[config.mk]
export PLATFORM = sky130hd
export DESIGN_NAME = multicycle_ctrl
export DESIGN_NICKNAME = d
export VERILOG_FILES = /design/src/rtl/multicycle_ctrl_pkg.sv /design/src/rtl/multicycle_ctrl_decode.sv /design/src/rtl/multicycle_ctrl.sv
export SDC_FILE = /design/constraint.sdc
export NUM_CORES = 1
export LEC_CHECK = 0
export CORE_MARGIN = 10
export CORE_UTILIZATION = 68
export DETAILED_ROUTE_END_ITERATION = 10
export DONT_BUFFER_PORTS = 1
export PLACE_DENSITY = 0.92
export SLEW_MARGIN = 20
export SYNTH_ARGS = -nofsm -noshare
export SYNTH_HDL_FRONTEND = slang
export SYNTH_HIERARCHICAL = 1
export SYNTH_SLANG_ARGS = --single-unit
[constraint.sdc]
create_clock -name clk -period 5.95 [get_ports clk]
set_input_delay 0.2975 -clock clk [delete_from_list [all_inputs] [get_ports clk]]
set_output_delay 0.2975 -clock clk [all_outputs]
set_load 0.05 [all_outputs]
[src/rtl/multicycle_ctrl_pkg.sv]
// ctrl_pkg: shared encodings for the multicycle controller.
//   state_t   : FSM state encoding (IDLE..WB, TRAP)
//   OP_*/FN_* : supported opcode / R-type funct values
//   PC_*/RD_*/RI_*/ALU_* : datapath select encodings
//   ctrl_t    : bundle of per-state control outputs
//   is_legal  : opcode/funct legality check used at DECODE
package ctrl_pkg;

  typedef enum logic [2:0] {
    S_IDLE   = 3'd0,
    S_FETCH  = 3'd1,
    S_DECODE = 3'd2,
    S_EXEC   = 3'd3,
    S_MEM    = 3'd4,
    S_WB     = 3'd5,
    S_TRAP   = 3'd7
  } state_t;

  localparam logic [5:0] OP_R    = 6'h00;
  localparam logic [5:0] OP_J    = 6'h02;
  localparam logic [5:0] OP_JAL  = 6'h03;
  localparam logic [5:0] OP_BEQ  = 6'h04;
  localparam logic [5:0] OP_BNE  = 6'h05;
  localparam logic [5:0] OP_ADDI = 6'h08;
  localparam logic [5:0] OP_XORI = 6'h0E;
  localparam logic [5:0] OP_LW   = 6'h23;
  localparam logic [5:0] OP_SW   = 6'h2B;

  localparam logic [5:0] FN_JR  = 6'h08;
  localparam logic [5:0] FN_ADD = 6'h20;
  localparam logic [5:0] FN_SUB = 6'h22;
  localparam logic [5:0] FN_SLT = 6'h2A;

  localparam logic [1:0] PC_PLUS4  = 2'd0;
  localparam logic [1:0] PC_BRANCH = 2'd1;
  localparam logic [1:0] PC_JUMP   = 2'd2;
  localparam logic [1:0] PC_REG    = 2'd3;

  localparam logic [1:0] RD_RT = 2'd0;
  localparam logic [1:0] RD_RD = 2'd1;
  localparam logic [1:0] RD_RA = 2'd2;

  localparam logic [1:0] RI_ALU = 2'd0;
  localparam logic [1:0] RI_MEM = 2'd1;
  localparam logic [1:0] RI_PC4 = 2'd2;

  localparam logic [1:0] ALU_ADD = 2'd0;
  localparam logic [1:0] ALU_SUB = 2'd1;
  localparam logic [1:0] ALU_XOR = 2'd2;
  localparam logic [1:0] ALU_SLT = 2'd3;

  typedef struct packed {
    logic [1:0] pc_next;
    logic [1:0] reg_dst;
    logic       alu_src;
    logic [1:0] alu_ctrl;
    logic       reg_we;
    logic [1:0] reg_in;
    logic       mem_we;
    logic       beq;
    logic       bne;
    logic       pc_we;
    logic       ir_we;
    logic       mem_re;
    logic       illegal;
  } ctrl_t;

  function automatic logic is_legal(input logic [5:0] op, input logic [5:0] fn);
    case (op)
      OP_R:    return (fn == FN_ADD) || (fn == FN_SUB) || (fn == FN_SLT) || (fn == FN_JR);
      OP_LW, OP_SW, OP_BEQ, OP_BNE, OP_J, OP_JAL, OP_ADDI, OP_XORI: return 1'b1;
      default: return 1'b0;
    endcase
  endfunction

endpackage

[src/rtl/multicycle_ctrl_decode.sv]
// ctrl_decode: pure combinational map (state, op_q, fn_q) -> control bundle.
//   state : current FSM state
//   op_q  : latched opcode
//   fn_q  : latched funct
//   ctl   : control outputs; anything not used in a state is 0
module ctrl_decode
  import ctrl_pkg::*;
(
  input  state_t     state,
  input  logic [5:0] op_q,
  input  logic [5:0] fn_q,
  output ctrl_t      ctl
);

  always_comb begin
    ctl = '0;
    case (state)
      S_FETCH: begin
        ctl.mem_re  = 1'b1;
        ctl.ir_we   = 1'b1;
        ctl.pc_we   = 1'b1;
        ctl.pc_next = PC_PLUS4;
      end
      S_EXEC: begin
        case (op_q)
          OP_R: begin
            if (fn_q == FN_JR) begin
              ctl.pc_we   = 1'b1;
              ctl.pc_next = PC_REG;
            end else begin
              ctl.alu_src  = 1'b0;
              ctl.alu_ctrl = (fn_q == FN_SUB) ? ALU_SUB :
                             (fn_q == FN_SLT) ? ALU_SLT : ALU_ADD;
            end
          end
          OP_LW, OP_SW, OP_ADDI: begin
            ctl.alu_src  = 1'b1;
            ctl.alu_ctrl = ALU_ADD;
          end
          OP_XORI: begin
            ctl.alu_src  = 1'b1;
            ctl.alu_ctrl = ALU_XOR;
          end
          OP_BEQ, OP_BNE: begin
            ctl.alu_ctrl = ALU_SUB;
            ctl.beq      = (op_q == OP_BEQ);
            ctl.bne      = (op_q == OP_BNE);
            ctl.pc_we    = 1'b1;
            ctl.pc_next  = PC_BRANCH;
          end
          OP_J: begin
            ctl.pc_we   = 1'b1;
            ctl.pc_next = PC_JUMP;
          end
          OP_JAL: begin
            ctl.pc_we   = 1'b1;
            ctl.pc_next = PC_JUMP;
            ctl.reg_we  = 1'b1;
            ctl.reg_dst = RD_RA;
            ctl.reg_in  = RI_PC4;
          end
          default: ;
        endcase
      end
      S_MEM: begin
        ctl.mem_re = (op_q == OP_LW);
        ctl.mem_we = (op_q == OP_SW);
      end
      S_WB: begin
        ctl.reg_we  = 1'b1;
        ctl.reg_dst = (op_q == OP_R) ? RD_RD : RD_RT;
        ctl.reg_in  = (op_q == OP_LW) ? RI_MEM : RI_ALU;
      end
      S_TRAP: ctl.illegal = 1'b1;
      default: ;
    endcase
  end

endmodule

[src/rtl/multicycle_ctrl.sv]
// multicycle_ctrl: multicycle MIPS-subset control FSM.
//   clk, rst_n (sync, active low); opcode/funct from IR; mem_ready handshake
//   core controls: pc_next, reg_dst, alu_src, alu_ctrl, reg_we, reg_in,
//                  mem_we, beq, bne
//   sequencing:    pc_we, ir_we, mem_re, illegal, mem_timeout, state, instret
// Build option: define MEM_HANDSHAKE_EN to stall FETCH/MEM on mem_ready and
// trap after more than MEM_WAIT_MAX stall cycles; otherwise memory is
// single-cycle and mem_ready is ignored.
module multicycle_ctrl
  import ctrl_pkg::*;
#(
  parameter int MEM_WAIT_MAX = 15
) (
  input  logic        clk,
  input  logic        rst_n,
  input  logic [5:0]  opcode,
  input  logic [5:0]  funct,
  input  logic        mem_ready,
  output logic [1:0]  pc_next,
  output logic [1:0]  reg_dst,
  output logic        alu_src,
  output logic [1:0]  alu_ctrl,
  output logic        reg_we,
  output logic [1:0]  reg_in,
  output logic        mem_we,
  output logic        beq,
  output logic        bne,
  output logic        pc_we,
  output logic        ir_we,
  output logic        mem_re,
  output logic        illegal,
  output logic        mem_timeout,
  output logic [2:0]  state,
  output logic [31:0] instret
);

  state_t      state_q, nxt;
  logic [5:0]  op_q, fn_q;
  logic [31:0] instret_q;
  logic        timeout_q;
  logic        stall, wait_hit, retire;
  ctrl_t       ctl;

`ifdef MEM_HANDSHAKE_EN
  localparam int WW = $clog2(MEM_WAIT_MAX + 1);
  logic [WW-1:0] wait_q;

  // A stall cycle is any FETCH/MEM cycle without mem_ready; the one that
  // would push the wait past MEM_WAIT_MAX diverts to TRAP instead.
  assign stall    = ((state_q == S_FETCH) || (state_q == S_MEM)) && !mem_ready;
  assign wait_hit = stall && (wait_q == WW'(MEM_WAIT_MAX));

  always_ff @(posedge clk) begin
    if (!rst_n)     wait_q <= '0;
    else if (stall) wait_q <= wait_q + WW'(1);
    else            wait_q <= '0;
  end
`else
  logic unused_mem;
  assign unused_mem = mem_ready ^ (MEM_WAIT_MAX == 0);
  assign stall      = 1'b0;
  assign wait_hit   = 1'b0;
`endif

  always_comb begin
    nxt = state_q;
    case (state_q)
      S_IDLE:   nxt = S_FETCH;
      S_FETCH:  if (wait_hit) nxt = S_TRAP; else if (!stall) nxt = S_DECODE;
      S_DECODE: nxt = is_legal(opcode, funct) ? S_EXEC : S_TRAP;
      S_EXEC: begin
        case (op_q)
          OP_R:             nxt = (fn_q == FN_JR) ? S_FETCH : S_WB;
          OP_LW, OP_SW:     nxt = S_MEM;
          OP_ADDI, OP_XORI: nxt = S_WB;
          default:          nxt = S_FETCH;
        endcase
      end
      S_MEM: begin
        if (wait_hit)    nxt = S_TRAP;
        else if (!stall) nxt = (op_q == OP_LW) ? S_WB : S_FETCH;
      end
      S_WB:    nxt = S_FETCH;
      S_TRAP:  nxt = S_TRAP;
      default: nxt = S_IDLE;
    endcase
  end

  // An instruction retires on the cycle that hands control back to FETCH.
  assign retire = ((state_q == S_EXEC) || (state_q == S_MEM) || (state_q == S_WB))
                  && (nxt == S_FETCH);

  always_ff @(posedge clk) begin
    if (!rst_n) begin
      state_q   <= S_IDLE;
      op_q      <= '0;
      fn_q      <= '0;
      instret_q <= '0;
      timeout_q <= 1'b0;
    end else begin
      state_q <= nxt;
      if (state_q == S_DECODE) begin
        op_q <= opcode;
        fn_q <= funct;
      end
      if (retire)   instret_q <= instret_q + 32'd1;
      if (wait_hit) timeout_q <= 1'b1;
    end
  end

  ctrl_decode u_dec (
    .state (state_q),
    .op_q  (op_q),
    .fn_q  (fn_q),
    .ctl   (ctl)
  );

  // Write strobes only fire on the cycle memory actually completes.
  assign pc_next     = ctl.pc_next;
  assign reg_dst     = ctl.reg_dst;
  assign alu_src     = ctl.alu_src;
  assign alu_ctrl    = ctl.alu_ctrl;
  assign reg_we      = ctl.reg_we;
  assign reg_in      = ctl.reg_in;
  assign mem_we      = ctl.mem_we & ~stall;
  assign beq         = ctl.beq;
  assign bne         = ctl.bne;
  assign pc_we       = ctl.pc_we & ~stall;
  assign ir_we       = ctl.ir_we & ~stall;
  assign mem_re      = ctl.mem_re;
  assign illegal     = ctl.illegal;
  assign mem_timeout = timeout_q;
  assign state       = state_q;
  assign instret     = instret_q;

endmodule

Yosys cells after proc, flatten, opt, wreduce, memory -nomap -nowiden
Index checks and enable logic that the tools add are counted.
{ "word_totals": {"ff_bits": 47, "word_cells": 83} }
{ "op_classes": {"addsub": 1, "n_eq_ne": 30, "n_mux": 31, "n_reduce_logical": 17} }
{ "ops": {"columns": ["cell", "count"], "rows": [
  ["$eq 6x6->1 const B", 9],
  ["$eq 6x4->1 const B", 6],
  ["$add 32x1->32 const B", 1],
  ["$eq 6x2->1 const B", 4],
  ["$eq 6x3->1 const B", 4],
  ["$pmux 3 s6", 1],
  ["$mux 2", 8],
  ["$mux 3", 5],
  ["$logic_not 6->1", 2],
  ["$pmux 2 s3", 2],
  ["$pmux 1 s2", 5],
  ["$reduce_or 2->1", 5],
  ["$eq 3x3->1 const B", 3],
  ["$pmux 3 s3", 1],
  ["$reduce_or 4->1", 2],
  ["$reduce_or 8->1", 1],
  ["$mux 1", 7],
  ["$eq 3x1->1 const B", 2],
  ["$eq 3x2->1 const B", 2],
  ["$pmux 3 s2", 1],
  ["$logic_or 1x1->1", 5],
  ["$pmux 2 s2", 1],
  ["$logic_not 3->1", 1],
  ["$logic_and 1x1->1", 1]
]} }

Depth between registers and ports, before layout
{ "logic_depth": {"ltp_word": 10, "mapped_depth": 8} }

Cells and area by module
Netlist, hierarchy kept.
{ "modules_own_cells": {"columns": ["mod", "instances", "cells_per_inst", "area_per_inst_um2"], "rows": [
  ["multicycle_ctrl", 1, 294, 2357.3],
  ["ctrl_decode", 1, 46, 296.5]
]} }

Worst setup path after synthesis
OpenSTA, ideal clock, no wires.
{ "synth_timing": {"kind": "flip-flop to output port", "from": "reg state_q[2], in the netlist state[2]", "to": "out reg_in[0]", "arrival_ns": 2.495, "t_required_ns": 5.653, "slack_ns": 3.157, "path_stages_with_launch": 4, "n_path_buf": 0, "path_cell_list": "dfxtp_1 -> nor2b_1 -> nand2_1 -> nor4_1"} }
{ "synth_between": {"elab_chain_cells": 2, "elab_cells_between_ends": 3} }
{ "synth_rtl": {"columns": ["item", "line", "source"], "rows": [
  ["start, declared", "multicycle_ctrl.sv:37", "state_t state_q, nxt;"],
  ["start signal, assigned", "multicycle_ctrl.sv:101", "state_q <= nxt;"],
  ["$eq 3x3->1 / $eq 3x2->1 (equally long branches)", "multicycle_ctrl_decode.sv:17", "case (state)"],
  ["$pmux 3 s2 *", "multicycle_ctrl_decode.sv:17", null],
  ["end, declared", "multicycle_ctrl.sv:24", "output logic [1:0] reg_in,"]
]} }
Mark *: on every way between the ends. The rest lies on a longest branch, timed or not.

Worst setup path in the final report
{ "layout_timing": {"from": "reg state_q[2], in the netlist state[2]", "to": "out mem_re"} }
{ "layout_between": {"elab_chain_cells": 2, "elab_cells_between_ends": 3} }
{ "layout_rtl": {"columns": ["item", "line", "source"], "rows": [
  ["$eq 3x3->1 / $eq 3x1->1 (equally long branches)", "multicycle_ctrl_decode.sv:17", null],
  ["$pmux 1 s2 *", "multicycle_ctrl_decode.sv:17", null],
  ["end, declared", "multicycle_ctrl.sv:30", "output logic mem_re,"]
]} }
Marked as above.

==> impl_results.md <==
* CP top delay family: flip-flops
* Met1 GRT Util at 0.218
* Setup TNS at 0 ns
* Levels on crit path at 3
* Clock root cell: clkbuf_8
* Synth top cells by count: a21oi_1 (47), dfxtp_1 (47), nand2_1 (47)
* Min-Delay Path Depth at 1
* Combinational power share at 0.315
* Slew Viols, Final at 0
* Initial antenna violation count at 0
* IO Pins at 68
* Status: completed
* Largest net degree at the start of global routing at 63
* Asr flop ratio synth at 0
* Diode count at 0
* Mapped Nets at 356
* CP peak stage delay at 0.94 ns
* Crit Path Class: reg2out
* Worst Setup End Kind: output port
* PwrDens at 344 nW/um^2
* LEAKAGE at 0.000804 uW
* Top cell type's share of synthesized area at 0.355
* CTS Buf Count at 5
* Crit path time final at 3.14 ns
* First-pass GRT wire length at 11.0 mm
* Mapped Cells at 340
* Period utilisation layout at 0.527
* Unrepaired setup endpoints after global routing: no
* Vias post-DR at 2,567
* Switching Share at 0.459
* FMAX at 319 MHz
* Vias in the first global route at 2,357
* Post-synthesis sequential area ratio at 0.355
* Final hold slack at 0.119 ns
* Drt first pass iters at 4
* Crit path launch: state[2]
* Flop pwr share at 0.486
* Remaining DRCs at 0
* Overall routing resource usage at 0.200
* Die ar. at 6800 um^2
* Synth top area cells: dfxtp_1 (35%), a21oi_1 (8.9%), nand2_1 (6.6%)
* Worst EP required at 5.65 ns
* Post-Place Worst Slack at 3.11 ns
* Routability-driven placement congestion ratio at 0.923
* Core Region at 3720 um^2
* R2r startpoint: instret[3]
* Maximum VDD drop at 0.196 mV
* Worst-margin pin slew at 1.16 ns
* IO buf count at 0
* Post-route worst setup slack at 2.81 ns
* Layout Nets at 346
* Cell Area, Synth at 2650 um^2
* Synth-to-Final Area Change at 2.83%
* Max Cap Viol at 0
* FF-to-FF path depth at 5
* Slew headroom at 0.222
* Placed wire-length estimate at 4.73 mm
* YS warnings at 6
* Crit path DAT at 2.84 ns
* Reg clk slew, reported paths at 0.08 ns
* Pint at 508 uW
* Max clock buf depth at 2
* Grt met3 use at 0.0832
* CP max FO at 16
* Die X at 82.5 um
* CTS sink cnt at 47
* Hold_buf cts at 0
* Final-report setup violation count at 0
* Main synth FF type: dfxtp_1
* GR Util met2 at 0.336
* Worst hold start: rst_n
* Area leader, netlist: dfxtp_1
* Starting Density at 0.714
* Avg Cell Area, Syn at 7.81 um^2
* Row cnt at 22
* Postcts setup bufs at 0
* Post-DRT Antenna Nets at 0
* Non-filler cells, final at 379
* Layout cells sized above 1 at 0.0604
* Startpoint type of the worst setup path: flop
* Worst-Skew Late Latency at 0.30 ns
* Clk pwr share at 0.199
* Unique masters post-synth at 50
* Post-CTS resize count at 0
* Routed wire length per instance at 17.6 um
* Final Hold Fails at 0
* Final WL at 6.68 mm
* Initial DRC count at 165
* EDFF count, synth at 0
* Worst path bufs/invs at 0
* Via density at 6.77
* Placed Cells at 371
* Gr ovfl total at 0
* Height of the die at 82.5 um
* Yosys reg bits at 47
* Post-Route Utilization at 0.734
* Final Skew at 0.00898 ns
* Grt peak-use layer: met2
* Slowest CP cell: dfxtp_1
* Cell Chain, Critical Path: or2b_2 -> or4_1 -> a21oi_1
* TritonCTS clock tree: done
* H-tree level count at 2
* Class of the worst hold path: in2reg
* Psw at 431 uW
==> state kept, by name, summed over array words and instances (netlist names) <==
signal / cells
instret: 32
fn_q: 6
state: 3
op_q: 6
==> per-layer routing <==
metal	up-vias	wire length, um
li1	1257	-
met4	0	117
met1	1193	2520
met5	-	0
met3	12	803
met2	105	3240
==> layout make-up <==
type / instances / area [um^2]
Inverter: 9 / 33.8
Clock inverter: 2 / 12.5
Sequential cell: 47 / 941
Multi-Input combinational cell: 264 / 1590
Timing Repair Buffer: 3 / 22.5
Clock buffer: 6 / 72.6
Tap cell: 48 / 60.1
Fill cell: 325 / 987
==> worst reg2reg max path, stage by stage (launching register included) <==
cell,delay [ns]
dfxtp_1,0.75
nand4_2,0.28
nor3_1,0.68
nand2_1,0.41
or4_1,0.56
a21oi_1,0.15
==> through the flow <==
step | cell area (um^2) | total power (uW)
after detailed placement | 2640 | 755
final | 2730 | 939
after global routing | 2730 | 999
after CTS | 2730 | 941
after global placement | 2640 | 743
after floorplan | 2650 | 714
==> logic make-up after synthesis <==
kind of cell               count (synthesis)  synth area share
AOI/OAI and AO/OA                         89             0.212
xor gates and xnor gates                   6            0.0198
adders and majority gates                  1           0.00471
buffers and inverters                     29            0.0509
DFF                                       47             0.355
muxes                                      2           0.00754
other                                      1           0.00141
and+or+nand+nor                          165             0.349
==> cells in the final DEF (no fill, tap or decap), types with 2 or more instances in the layout <==
master | Yosys | final
a21oi_1 | 47 | 47
a311oi_1 | 2 | 2
and2_1 | 3 | 3
and3_1 | 7 | 7
and3b_1 | 2 | 2
buf_4 | 2 | 3
clkbuf_8 | 0 | 5
dfxtp_1 | 47 | 47
inv_1 | 8 | 8
mux2i_1 | 2 | 2
nand2_1 | 47 | 47
nand2b_1 | 3 | 3
nand3_1 | 15 | 15
nand3b_1 | 3 | 3
nand4_1 | 12 | 12
nand4b_1 | 2 | 2
nor2_1 | 17 | 16
nor2b_1 | 2 | 2
nor3_1 | 6 | 6
nor4_1 | 5 | 4
nor4bb_1 | 2 | 2
o21ai_0 | 7 | 7
o31ai_1 | 22 | 22
or2b_2 | 2 | 2
or3_1 | 7 | 7
or4_1 | 23 | 23
or4b_1 | 2 | 2
xnor2_1 | 2 | 2
xor2_1 | 4 | 4
==> path summary, 6_finish.rpt <==
kind / endpoint / slack (ns)
worst min-delay path: instret[6] / 0.12
worst max register to register: instret[29] / 3.05
worst min register to register: fn_q[4] / 0.48
worst max-delay path: mem_re / 2.81
==> power groups by stage <==
stage               Clock (uW)  Combinational, uW  Sequential, uW
floorplan                    0                283             431
global placement             0                283             460
detailed placement           0                292             463
CTS                        192                293             455
global route               206                326             466
finish                     187                295             456
Note: power is estimated with default switching activity, not from simulation.
